## src/rtl/ram_pkg.sv

```systemverilog
// rtl/ram_pkg.sv - shared op codes, FSM encoding and address helpers for the internal RAM initiator
package ram_pkg;

  localparam logic [2:0] OP_RD_DIR = 3'd0;
  localparam logic [2:0] OP_WR_DIR = 3'd1;
  localparam logic [2:0] OP_RD_IND = 3'd2;
  localparam logic [2:0] OP_WR_IND = 3'd3;
  localparam logic [2:0] OP_RD_BIT = 3'd4;
  localparam logic [2:0] OP_WR_BIT = 3'd5;
  localparam logic [2:0] OP_PUSH   = 3'd6;
  localparam logic [2:0] OP_POP    = 3'd7;

  localparam logic [7:0] BIT_AREA_BASE = 8'h20;
  localparam logic [7:0] SFR_BASE      = 8'h80;

  typedef enum logic [2:0] {
    ST_IDLE,
    ST_PTR,
    ST_PTR_CAP,
    ST_ACC,
    ST_RESP
  } state_t;

  // Byte address of R0/R1 in the selected register bank (bank*8 + i)
  function automatic logic [7:0] bank_addr(input logic [1:0] rs, input logic sel);
    return {3'b000, rs, 2'b00, sel};
  endfunction

endpackage

```

## src/rtl/bit_addr_decode.sv

```systemverilog
// rtl/bit_addr_decode.sv - maps an 8051 bit address onto a RAM byte address and bit selector
module bit_addr_decode
  import ram_pkg::*;
(
  input  logic [7:0] bit_addr,
  output logic [7:0] byte_addr,
  output logic [7:0] bit_sel
);

  // Low bit space lives in the 20h..2Fh bit area; high bit space is the bit-addressable SFRs
  always_comb begin
    if (bit_addr < SFR_BASE) begin
      byte_addr = BIT_AREA_BASE + {4'b0000, bit_addr[6:3]};
      bit_sel   = bit_addr;
    end else begin
      byte_addr = {bit_addr[7:3], 3'b000};
      bit_sel   = {5'b00000, bit_addr[2:0]};
    end
  end

endmodule

```

## src/rtl/ram_access_ctrl.sv

```systemverilog
// rtl/ram_access_ctrl.sv - 8051 internal data memory initiator: addressing-mode resolution and RAM strobe sequencing
module ram_access_ctrl
  import ram_pkg::*;
#(
  parameter int ADDR_WIDTH = 8,
  parameter int DATA_WIDTH = 8
) (
  input  logic                  clock,
  input  logic                  reset,
  input  logic                  req_valid,
  output logic                  req_ready,
  input  logic [2:0]            req_op,
  input  logic [ADDR_WIDTH-1:0] req_addr,
  input  logic [DATA_WIDTH-1:0] req_wdata,
  input  logic                  req_wbit,
  input  logic [1:0]            psw_rs,
  input  logic [ADDR_WIDTH-1:0] sp_in,
  output logic [ADDR_WIDTH-1:0] sp_out,
  output logic                  sp_we,
  output logic                  rsp_valid,
  output logic [DATA_WIDTH-1:0] rsp_data,
  output logic                  rsp_bit,
  output logic [ADDR_WIDTH-1:0] ram_addr,
  output logic                  ram_rd,
  output logic                  ram_wr,
  output logic [DATA_WIDTH-1:0] ram_wdata,
  output logic                  ram_in_bit,
  output logic [ADDR_WIDTH-1:0] ram_bit_addr,
  output logic                  ram_is_bit,
  output logic                  ram_indirect,
  input  logic [DATA_WIDTH-1:0] ram_out,
  input  logic                  ram_out_bit
);

  state_t                  state, next_state;
  logic [2:0]              op_q;
  logic [ADDR_WIDTH-1:0]   addr_q;
  logic [DATA_WIDTH-1:0]   wdata_q;
  logic                    wbit_q;
  logic [1:0]              rs_q;
  logic [ADDR_WIDTH-1:0]   sp_q;
  logic [ADDR_WIDTH-1:0]   ptr_q;
  logic [DATA_WIDTH-1:0]   rsp_data_q;
  logic                    rsp_bit_q;

  logic                    is_read;
  logic [ADDR_WIDTH-1:0]   sp_inc, sp_dec;
  logic [ADDR_WIDTH-1:0]   bit_byte_addr, bit_sel;

  assign is_read = (op_q == OP_RD_DIR) || (op_q == OP_RD_IND) ||
                   (op_q == OP_RD_BIT) || (op_q == OP_POP);
  assign sp_inc  = sp_q + 8'd1;
  assign sp_dec  = sp_q - 8'd1;

  bit_addr_decode u_bit_decode (
    .bit_addr  (addr_q),
    .byte_addr (bit_byte_addr),
    .bit_sel   (bit_sel)
  );

  // State register plus request latch, pointer capture and held read response
  always_ff @(posedge clock or posedge reset) begin
    if (reset) begin
      state      <= ST_IDLE;
      op_q       <= '0;
      addr_q     <= '0;
      wdata_q    <= '0;
      wbit_q     <= 1'b0;
      rs_q       <= '0;
      sp_q       <= '0;
      ptr_q      <= '0;
      rsp_data_q <= '0;
      rsp_bit_q  <= 1'b0;
    end else begin
      state <= next_state;
      if (state == ST_IDLE && req_valid) begin
        op_q    <= req_op;
        addr_q  <= req_addr;
        wdata_q <= req_wdata;
        wbit_q  <= req_wbit;
        rs_q    <= psw_rs;
        sp_q    <= sp_in;
      end
      if (state == ST_PTR_CAP) begin
        ptr_q <= ram_out;
      end
      if (state == ST_RESP && is_read) begin
        rsp_data_q <= ram_out;
        rsp_bit_q  <= ram_out_bit;
      end
    end
  end

  // Next-state and per-state RAM port / response drive
  always_comb begin
    next_state   = state;
    req_ready    = 1'b0;
    sp_out       = '0;
    sp_we        = 1'b0;
    rsp_valid    = 1'b0;
    rsp_data     = rsp_data_q;
    rsp_bit      = rsp_bit_q;
    ram_addr     = '0;
    ram_rd       = 1'b0;
    ram_wr       = 1'b0;
    ram_wdata    = '0;
    ram_in_bit   = 1'b0;
    ram_bit_addr = '0;
    ram_is_bit   = 1'b0;
    ram_indirect = 1'b0;
    case (state)
      ST_IDLE: begin
        req_ready = 1'b1;
        if (req_valid) begin
          next_state = (req_op == OP_RD_IND || req_op == OP_WR_IND) ? ST_PTR : ST_ACC;
        end
      end
      ST_PTR: begin
        ram_rd     = 1'b1;
        ram_addr   = bank_addr(rs_q, addr_q[0]);
        next_state = ST_PTR_CAP;
      end
      ST_PTR_CAP: begin
        next_state = ST_ACC;
      end
      ST_ACC: begin
        ram_rd     = is_read;
        ram_wr     = !is_read;
        ram_wdata  = wdata_q;
        next_state = ST_RESP;
        case (op_q)
          OP_RD_IND, OP_WR_IND: begin
            ram_addr     = ptr_q;
            ram_indirect = ptr_q[7];
          end
          OP_RD_BIT, OP_WR_BIT: begin
            ram_addr     = bit_byte_addr;
            ram_bit_addr = bit_sel;
            ram_is_bit   = 1'b1;
            ram_in_bit   = (op_q == OP_WR_BIT) ? wbit_q : 1'b0;
          end
          OP_PUSH: begin
            ram_addr     = sp_inc;
            ram_indirect = sp_inc[7];
            sp_out       = sp_inc;
            sp_we        = 1'b1;
          end
          OP_POP: begin
            ram_addr     = sp_q;
            ram_indirect = sp_q[7];
            sp_out       = sp_dec;
            sp_we        = 1'b1;
          end
          default: begin
            ram_addr = addr_q;
          end
        endcase
      end
      ST_RESP: begin
        rsp_valid  = 1'b1;
        next_state = ST_IDLE;
        if (is_read) begin
          rsp_data = ram_out;
          rsp_bit  = ram_out_bit;
        end
      end
      default: begin
        next_state = ST_IDLE;
      end
    endcase
  end

endmodule
```

## config.mk

```make
export PLATFORM = sky130hd
export DESIGN_NAME = ram_access_ctrl
export DESIGN_NICKNAME = d
export VERILOG_FILES = /design/src/rtl/ram_pkg.sv /design/src/rtl/bit_addr_decode.sv /design/src/rtl/ram_access_ctrl.sv
export SDC_FILE = /design/constraint.sdc
export NUM_CORES = 1
export LEC_CHECK = 0
export CAP_MARGIN = 20
export CORE_MARGIN = 4
export CORE_UTILIZATION = 47
export CTS_CLUSTER_SIZE = 12
export DETAILED_ROUTE_END_ITERATION = 6
export HOLD_SLACK_MARGIN = 0.06
export PLACE_DENSITY = 0.77
export SLEW_MARGIN = 30
export SYNTH_ARGS = -nofsm -noshare
export SYNTH_HDL_FRONTEND = slang
export SYNTH_SLANG_ARGS = --single-unit
```

## constraint.sdc

```tcl
create_clock -name clock -period 2.85 [get_ports clock]
set_clock_uncertainty 0.15 [all_clocks]
set_input_delay 0.57 -clock clock [delete_from_list [all_inputs] [get_ports clock]]
set_output_delay 0.57 -clock clock [all_outputs]
set_load 0.05 [all_outputs]
```

---- After elaboration in Yosys (flattened, before gate mapping) ----
Index checks and enable logic that the tools add are counted.
storage, ports and cells
  output and inout port bits .............. 49
  register bits ........................... 50
  logic and storage cells ................. 68
operators by class
  equal/unequal tests ..................... 13
  $add $sub $neg .......................... 3
  reduce and logical (&&, ||, !) cells .... 12
  muxes and demuxes ....................... 29
  order comparisons ....................... 1
operators with widths
  cell                                                                count
  8-bit two-way mux                                                   8
  8-bit one-hot mux with 2 select lines                               2
  8-bit one-hot mux with 4 select lines                               1
  3-bit by 2-bit == test with 1-bit output, second input constant     6
  3-bit == test, second input constant                                5
  1-bit two-way mux                                                   13
  3-bit one-hot mux with 4 select lines                               1
  8-bit by 1-bit adder with 8-bit output, second input constant       1
  8-bit less-than comparator, second input constant                   1
  8-bit by 1-bit subtractor with 8-bit output, second input constant  1
  6-bit by 4-bit adder with 7-bit output, first input constant        1
  3-bit zero test                                                     2
  2-bit OR reduction                                                  3
  1-bit logical OR                                                    4
  3-bit by 1-bit == test with 1-bit output, second input constant     1
  3-bit two-way mux                                                   1
  1-bit one-hot mux with 3 select lines                               1
  1-bit logical AND                                                   2
  2-bit two-way mux                                                   1
  2-bit != test, second input constant                                1
  1-bit one-hot mux with 2 select lines                               1
  1-bit zero test                                                     1

---- Longest topological paths before layout ----
Gate-level depths: netlist of run 1.
  depth after elaboration ................. 6
  depth in mapped cells ................... 8
  mapped depth without buffers ............ 6

---- By module ----
A second synthesis of run 1 with hierarchy kept.
second synthesis, totals
  cell total of the unflattened synthesis .. 304
  area, all modules ....................... 3133.0 µm²
modules (own cells, without submodules)
  module           times used  cells each  area each (µm²)  sequential area each (µm²)
  ram_access_ctrl  1           287         2997.9           1251.2
  bit_addr_decode  1           17          135.1            0.0

---- Worst setup path before layout of run 1 ----
Ideal clock, no wire load.
  kind .................................... reg2out
  start point ............................. reg state[0]
  end point ............................... out rsp_data[6]
  data arrival time ....................... 2.682 ns
  slack ................................... -0.552 ns
  data required time ...................... 2.130 ns
  cell stages (with the launch flop) ...... 7
  cells stage by stage .................... dfrtp_1 clkbuf_2 nor3b_1 and2_4 buf_6 buf_12 mux2_4
on the way
  longest elaborated chain between the ends .. 2
RTL lines
  what                    line                    RTL
  from (decl)             ram_access_ctrl.sv:35   state_t state, next_state;
  from (signal assigned)  ram_access_ctrl.sv:75   state <= next_state;
  3-bit == test           ram_access_ctrl.sv:111  case (state)
  8-bit two-way mux       ram_access_ctrl.sv:111
  to (decl)               ram_access_ctrl.sv:21   output logic [DATA_WIDTH-1:0] rsp_data,
Every way passes these cells.

---- Worst setup path after layout of run 1 ----
  start point ............................. reg state[2]
  end point ............................... out ram_addr[0]
on the way
  longest elaborated chain between the ends .. 2
  elaborated cells between the ends (all ways) .. 3
RTL lines
  what                                                                                                         line                    RTL
  3-bit by 2-bit == test with 1-bit output / 3-bit by 1-bit == test with 1-bit output (equally long branches)  ram_access_ctrl.sv:111
  8-bit one-hot mux with 2 select lines (*)                                                                    ram_access_ctrl.sv:111
  to (decl)                                                                                                    ram_access_ctrl.sv:23   output logic [ADDR_WIDTH-1:0] ram_addr,
Every way passes the cells marked *; elsewhere a longest branch is shown, timed or not.

==> impl_metrics.ini, run 1 <==
[routing]
wl_met3_um = 490
drc = 0
vias = 2557
avgViaCountPerCell = 5.632
firstDrtPassIters = 5
wl_met2_um = 4050
drt_wl_total_um = 8071
wl_met1_um = 3442
top_layer_used = met4
final_antenna_net_count = 0
wl_per_cell_um = 17.78
initialDrtViolationCount = 157

[placement]
place_congestion = 0.9182
io_buffers = 89
dp_hpwl_um = 5878
dp_cells = 435
dpl_cell_area_mm2 = 0.004116

[clock_tree]
path_clk_slew_ps = 80
htree_num_levels = 2
clock-sinks = 50
tritoncts = done
cts_max_path_buffers = 2
clock-root-buffer = clkbuf_8
clk_latency_ps = 300
cts_buffers = 5

[sta]
min_period_ps = 2825
hold_violations = 0
fmax_mhz = 354.0
timing.final.crit_share = 0.9912
rsz0062_at_grt = true
hold_ws_ps = 355.2
worst_pin_slew_ps = 793.4
slew_violations = 0
slew_headroom = 0.4703
setup_viol_count_final = 0

[synth]
synthCells = 283
synth_area_mm2 = 0.002970
syn_nets = 327
ys_ff_latch = 50
ys_warn_count = 0
synth_top_family_by_area = multiplexers
yosysTopAreaCellShare = 0.4212
synth_ff_type = dfrtp_1
muxShareOfSynthArea = 0.2241
synth_compound_area_frac = 0.09141
async_reset_ff_frac = 1.000
avgSynthCellArea_um2 = 10.50
synthAdderAreaFrac = 0.008425
synth_area_leaders = dfrtp_1 42%, mux2_2 16%, mux2_4 5.1%
yosys.area_share.simple = 0.1588
synth_xor_area_frac = 0.02949
synth.distinct_cells = 49
yosysSeqAreaShare = 0.4212
synth_area_leader_cell = dfrtp_1
synth_edf_count = 0

[power_and_ir_drop]
p_leak_nw = 1.858
vdd_ir_drop_max_mv = 0.8731
pwr_density_cell_mw_per_mm2 = 1183

[grt]
antenna_found_initial = 0
grt_remaining_overflow = 0
grt_max_degree = 40
grt_usage = 0.2115
grt_first_pass_wirelength_um = 12610
grt_pass1_vias = 2462

[hold_path]
hold_path.class = flop to flop

[final_layout]
nNetsFinal = 424
final_cell_area_mm2 = 0.004330
final_common_cell = dfrtp_1
layout-drive-gt1-share = 0.3958
stdcell_count = 454
antenna_cells = 0
syn2layout_area_growth_pct = 45.79
final_cell_mix = 47 x dfrtp_1, 45 x buf_4, 42 x mux2_2, 42 x clkdlybuf4s50_1, 25 x buf_12

[setup_path]
cp_top_family = buffers and inverters
cpPeakStageDelay_ps = 450
path_cells = and2b_1 -> nand2_1 -> clkinvlp_4 -> buf_4 -> a32o_1 -> buf_4
path_max_fanout = 7
cp-end-kind = primary output
startpoint_type = flop
cp.required_ps = 2130
critPathBufInv = 3
crit_slowest_cell = dfrtp_1
crit_top_cell = buf_4
worst-r2r-setup-slack_ps = 830
worstPathArrival_ps = 2110
path_class = flop to primary output

[die]
start_util = 0.4929
die_w_um = 87.50
core-area_mm2 = 0.006026
io_pins = 91
dieArea_mm2 = 0.007655
die_h_um = 87.50
rows = 28

[run_status]
run_status = finished, final reports clean

[job]
drv_cap = 0
-- Yosys cell counts, types with 2 or more instances --
library cell	instances
a31oi_1	5
mux2i_1	2
dfrtp_1	50
clkbuf_1	13
mux2_4	10
o21ai_0	15
nor2_1	10
buf_6	2
a211oi_1	3
buf_4	6
buf_2	2
nand3_1	13
clkbuf_2	2
ha_1	2
a32o_1	2
inv_1	9
xor2_1	5
nand2_1	13
a21oi_1	10
nor3b_1	3
and2_1	9
xnor2_1	5
and3_1	10
nor2b_1	4
mux2_2	42
nand2b_1	3
nor3_1	7
nor4_1	2
o21a_1	4
-- state kept, by name, indices dropped and copies added (netlist names) --
register    cells
addr_q          8
ptr_q           8
rsp_data_q      8
sp_q            8
wdata_q         8
op_q            3
state           3
rs_q            2
rsp_bit_q       1
wbit_q          1
-- cells by family (layout without fill, tap and decap cells) --
kind of cell	after synthesis	count (layout)
mux	55	55
buf+inv	36	130
xor+xnor	10	10
other cells	1	1
compound gates	45	45
flops	50	50
fa+ha+maj	2	2
simple gates	84	86
-- area by class of cell --
class	count	area (um2)
fillers	435	1695
clock buffers	6	82.58
flip-flops and latches	50	1255
repair buffers	114	1282
inverters	10	41.29
multi-input cells	199	1575
well taps	75	93.84
-- worst register-to-register path, delay by kind of cell, from the launching register on --
kind	cells	cell delay, ps
flip-flops	1	460
multiplexers	1	420
buffers and inverters	1	380
AND/OR/NAND/NOR	2	490
-- power breakdown --
part / internal [mW] / total [mW] / switching [mW]
clock network: 0.188 / 0.410 / 0.223
logic: 1.46 / 3.27 / 1.81
registers: 1.08 / 1.45 / 0.370
-- per-layer routing --
| metal | global-route usage | vias to the layer above |
|---|---|---|
| li1 | - | 1192 |
| met1 | 0.2888 | 1251 |
| met2 | 0.3425 | 103 |
| met3 | 0.03690 | 11 |
| met4 | 0.06555 | 0 |
| met5 | 0 | - |
-- what timing repair did --
| item | CTS | global route |
|---|---|---|
| gates cloned | 0 | 2 |
| hold buffers | 0 | 0 |
| resized for setup | 0 | 13 |
| endpoints found under the setup margin | 9 | 23 |
| buffers inserted | 6 | 5 |
-- metrics by stage --
stage            util  power, mW  worst slack (ps)  setup TNS, ps
3_5_place_dp   0.6831      4.576             288.6              0
4_1_cts        0.7043      5.012             5.968              0
5_1_grt        0.7186      5.412            -83.80         -402.4
6_report       0.7186      5.123             24.94              0
3_3_place_gp   0.6831      4.519             345.1              0
2_1_floorplan       -      3.600             10.35              0
-- worst paths after layout --
check / depth (start not counted) / startpoint / end
min reg2reg: 1 / wdata_q[0] / wdata_q[0]
min: 1 / wdata_q[0] / wdata_q[0]
max reg2reg: 4 / state[0] / op_q[0]
max: 6 / state[2] / ram_addr[0]
min in group asynchronous: 2 / reset / rsp_bit_q
max in group asynchronous: 3 / reset / rsp_data_q[5]
Note: power is estimated with default switching activity, not from simulation.
==> inputs of run 2 (changes only) <==
--- a/config.mk
+++ b/config.mk
@@ -7,12 +7,13 @@
 export LEC_CHECK = 0
 export CAP_MARGIN = 20
 export CORE_MARGIN = 4
-export CORE_UTILIZATION = 47
+export CORE_UTILIZATION = 48
 export CTS_CLUSTER_SIZE = 12
 export DETAILED_ROUTE_END_ITERATION = 6
 export HOLD_SLACK_MARGIN = 0.06
-export PLACE_DENSITY = 0.77
+export PLACE_DENSITY = 0.78
 export SLEW_MARGIN = 30
 export SYNTH_ARGS = -nofsm -noshare
 export SYNTH_HDL_FRONTEND = slang
+export SYNTH_HIERARCHICAL = 1
 export SYNTH_SLANG_ARGS = --single-unit
==> run 2 against run 1 <==
Effect of this change:
- clock power increased by 23%
- utilization is 1.7 points lower
- global-route usage is 0.25 points higher
- cell count rose by 3.1%
- fmax increased by 2.2%
- die area rose by 3.0%
- wire length is 1.7% higher
- design area up 2.9%
- hold slack worse by 1.3 ps
- critical path depth stayed put
- largest cell class unchanged
==> impl_metrics.ini, run 2 <==
[routing]
firstDrtPassIters = 5
wl_per_cell_um = 17.54
initialDrtViolationCount = 226
final_antenna_net_count = 0
vias = 2640
drt_wl_total_um = 8211
avgViaCountPerCell = 5.641
drc = 0

[grt]
grtUsageMet3 = 0.05773
grt.met1_usage = 0.2797
busiest_layer = met2
grt_first_pass_wirelength_um = 13010
globalRouteMet2Util = 0.3536
grt_usage = 0.2140
grt_remaining_overflow = 0
antenna_found_initial = 0
grt_pass1_vias = 2573
grt_max_degree = 51

[setup_path]
cp.required_ps = 2130
crit_start = sp_q[0]
worstPathArrival_ps = 2040
cp-end-kind = primary output
cpPeakStageDelay_ps = 450
r2r-start = state[1]
startpoint_type = flop
path_class = flop to primary output
path_max_fanout = 4
cp_top_family = flip-flops
crit_slowest_cell = dfrtp_2
critPathBufInv = 1
path_cells = ha_4 -> nor2b_2 -> xor2_1 -> mux4_2 -> and2_1 -> buf_6

[sta]
timing.final.crit_share = 0.9695
fmax_mhz = 361.9
hold_ws_ps = 354.0
worst_pin_slew_ps = 662.4
hold_violations = 0
min_period_ps = 2763
slew_violations = 0
rsz0062_at_grt = false
setup_viol_count_final = 0
slew_headroom = 0.5584
finalSetupTns_ps = 0

[final_layout]
final_cell_mix = 45 x dfrtp_1, 43 x clkdlybuf4s50_1, 40 x mux2_2
antenna_cells = 0
final_common_cell = dfrtp_1
syn2layout_area_growth_pct = 42.17
nNetsFinal = 434
layout-drive-gt1-share = 0.3785

[hold_path]
hold_start = wdata_q[6]
hold_path.class = flop to flop

[synth]
yosysTopAreaCellShare = 0.3994
synth.distinct_cells = 52
synth_area_leader_cell = dfrtp_1
synth_area_mm2 = 0.003133
netlist_top_cells_count = 50 x dfrtp_1, 40 x mux2_2, 21 x and2_1
synth_ff_type = dfrtp_1
syn_nets = 348
ys_ff_latch = 50
synth_area_leaders = dfrtp_1 40%, mux2_2 14%, mux2_4 5.3%
async_reset_ff_frac = 1.000
synthCells = 304
avgSynthCellArea_um2 = 10.31
synth_edf_count = 0
yosys.cell_count.top_type = dfrtp_1
ys_warn_count = 6
yosysSeqAreaShare = 0.3994

[die]
die_h_um = 88.79
die_w_um = 88.79
start_util = 0.4934
io_pins = 91
rows = 29
dieArea_mm2 = 0.007884
core-area_mm2 = 0.006350

[clock_tree]
cts_max_path_buffers = 2
htree_num_levels = 2
tritoncts = done
path_clk_slew_ps = 90
cts_buffers = 5
clk_latency_ps = 300
clock-root-buffer = clkbuf_8
clock-sinks = 50
cts_hold_buf = 0

[power_and_ir_drop]
total_power_mw = 5.468
pwr_density_cell_mw_per_mm2 = 1228
p_leak_nw = 1.900
vdd_ir_drop_max_mv = 0.7354

[job]
drv_cap = 0

[placement]
place_congestion = 0.9111
dp_hpwl_um = 6013
io_buffers = 89

[run_status]
run_status = finished, final reports clean
run 2: timing repair:
item	4_1_cts	5_1_grt
setup endpoints to repair	4	17
pin swaps	0	2
setup buffers	4	0
resized for setup	6	7
run 2: area by class of cell:
type                            instances  area (um2)
Inverter                               16       60.06
Multi-Input combinational cell        210        1674
Clock inverter                          2       37.54
Fill cell                             467        1896
Clock buffer                            6       72.57
Sequential cell                        50        1257
Tap cell                               77       96.34
Timing Repair Buffer                  107        1256
run 2: cells by family after synthesis:
group,Yosys count,share of synthesized area
AO/OA/AOI/OAI,50,0.09864
XOR/XNOR,10,0.02795
adder cells (fa/ha/maj),2,0.007986
buffers and inverters,44,0.07587
flip-flops,50,0.3994
multiplexers,54,0.2113
other,1,0.001197
AND/OR/NAND/NOR,93,0.1777
run 2: path summary, 6_finish.rpt:
kind,endpoint,slack (ps),cells past startpoint
setup / recovery,ram_addr[2],90,6
hold / removal,wdata_q[6],350,1
setup reg to reg,ptr_q[0],970,3
hold reg to reg,wdata_q[6],350,1
max in group asynchronous,sp_q[3],1460,3
min in group asynchronous,wdata_q[6],600,3
run 2: per-stage QoR:
| stage | setup WS (ps) | utilization | cells | area, um2 |
|---|---|---|---|---|
| after floorplan | 59.00 | - | 304 | 3139 |
| after global placement | 251.8 | 0.6735 | 456 | 4277 |
| after detailed placement | 165.0 | 0.6735 | 456 | 4277 |
| after CTS | 13.62 | 0.6975 | 468 | 4429 |
| after global routing | 4.039 | 0.7015 | 468 | 4454 |
| final | 86.84 | 0.7015 | 468 | 4454 |
run 2: routing by layer:
metal	vias up	wire, um
met5	-	0
met3	20	730
met1	1266	3346
li1	1221	-
met4	0	143
met2	133	3991
run 2: power by group:
group	total (mW)	switching (mW)	leakage, nW	internal (mW)
Sequential	1.42	0.338	0.595	1.08
Combinational	3.55	1.91	1.25	1.63
Clock	0.506	0.244	0.0514	0.262
Total	5.47	2.50	1.90	2.97
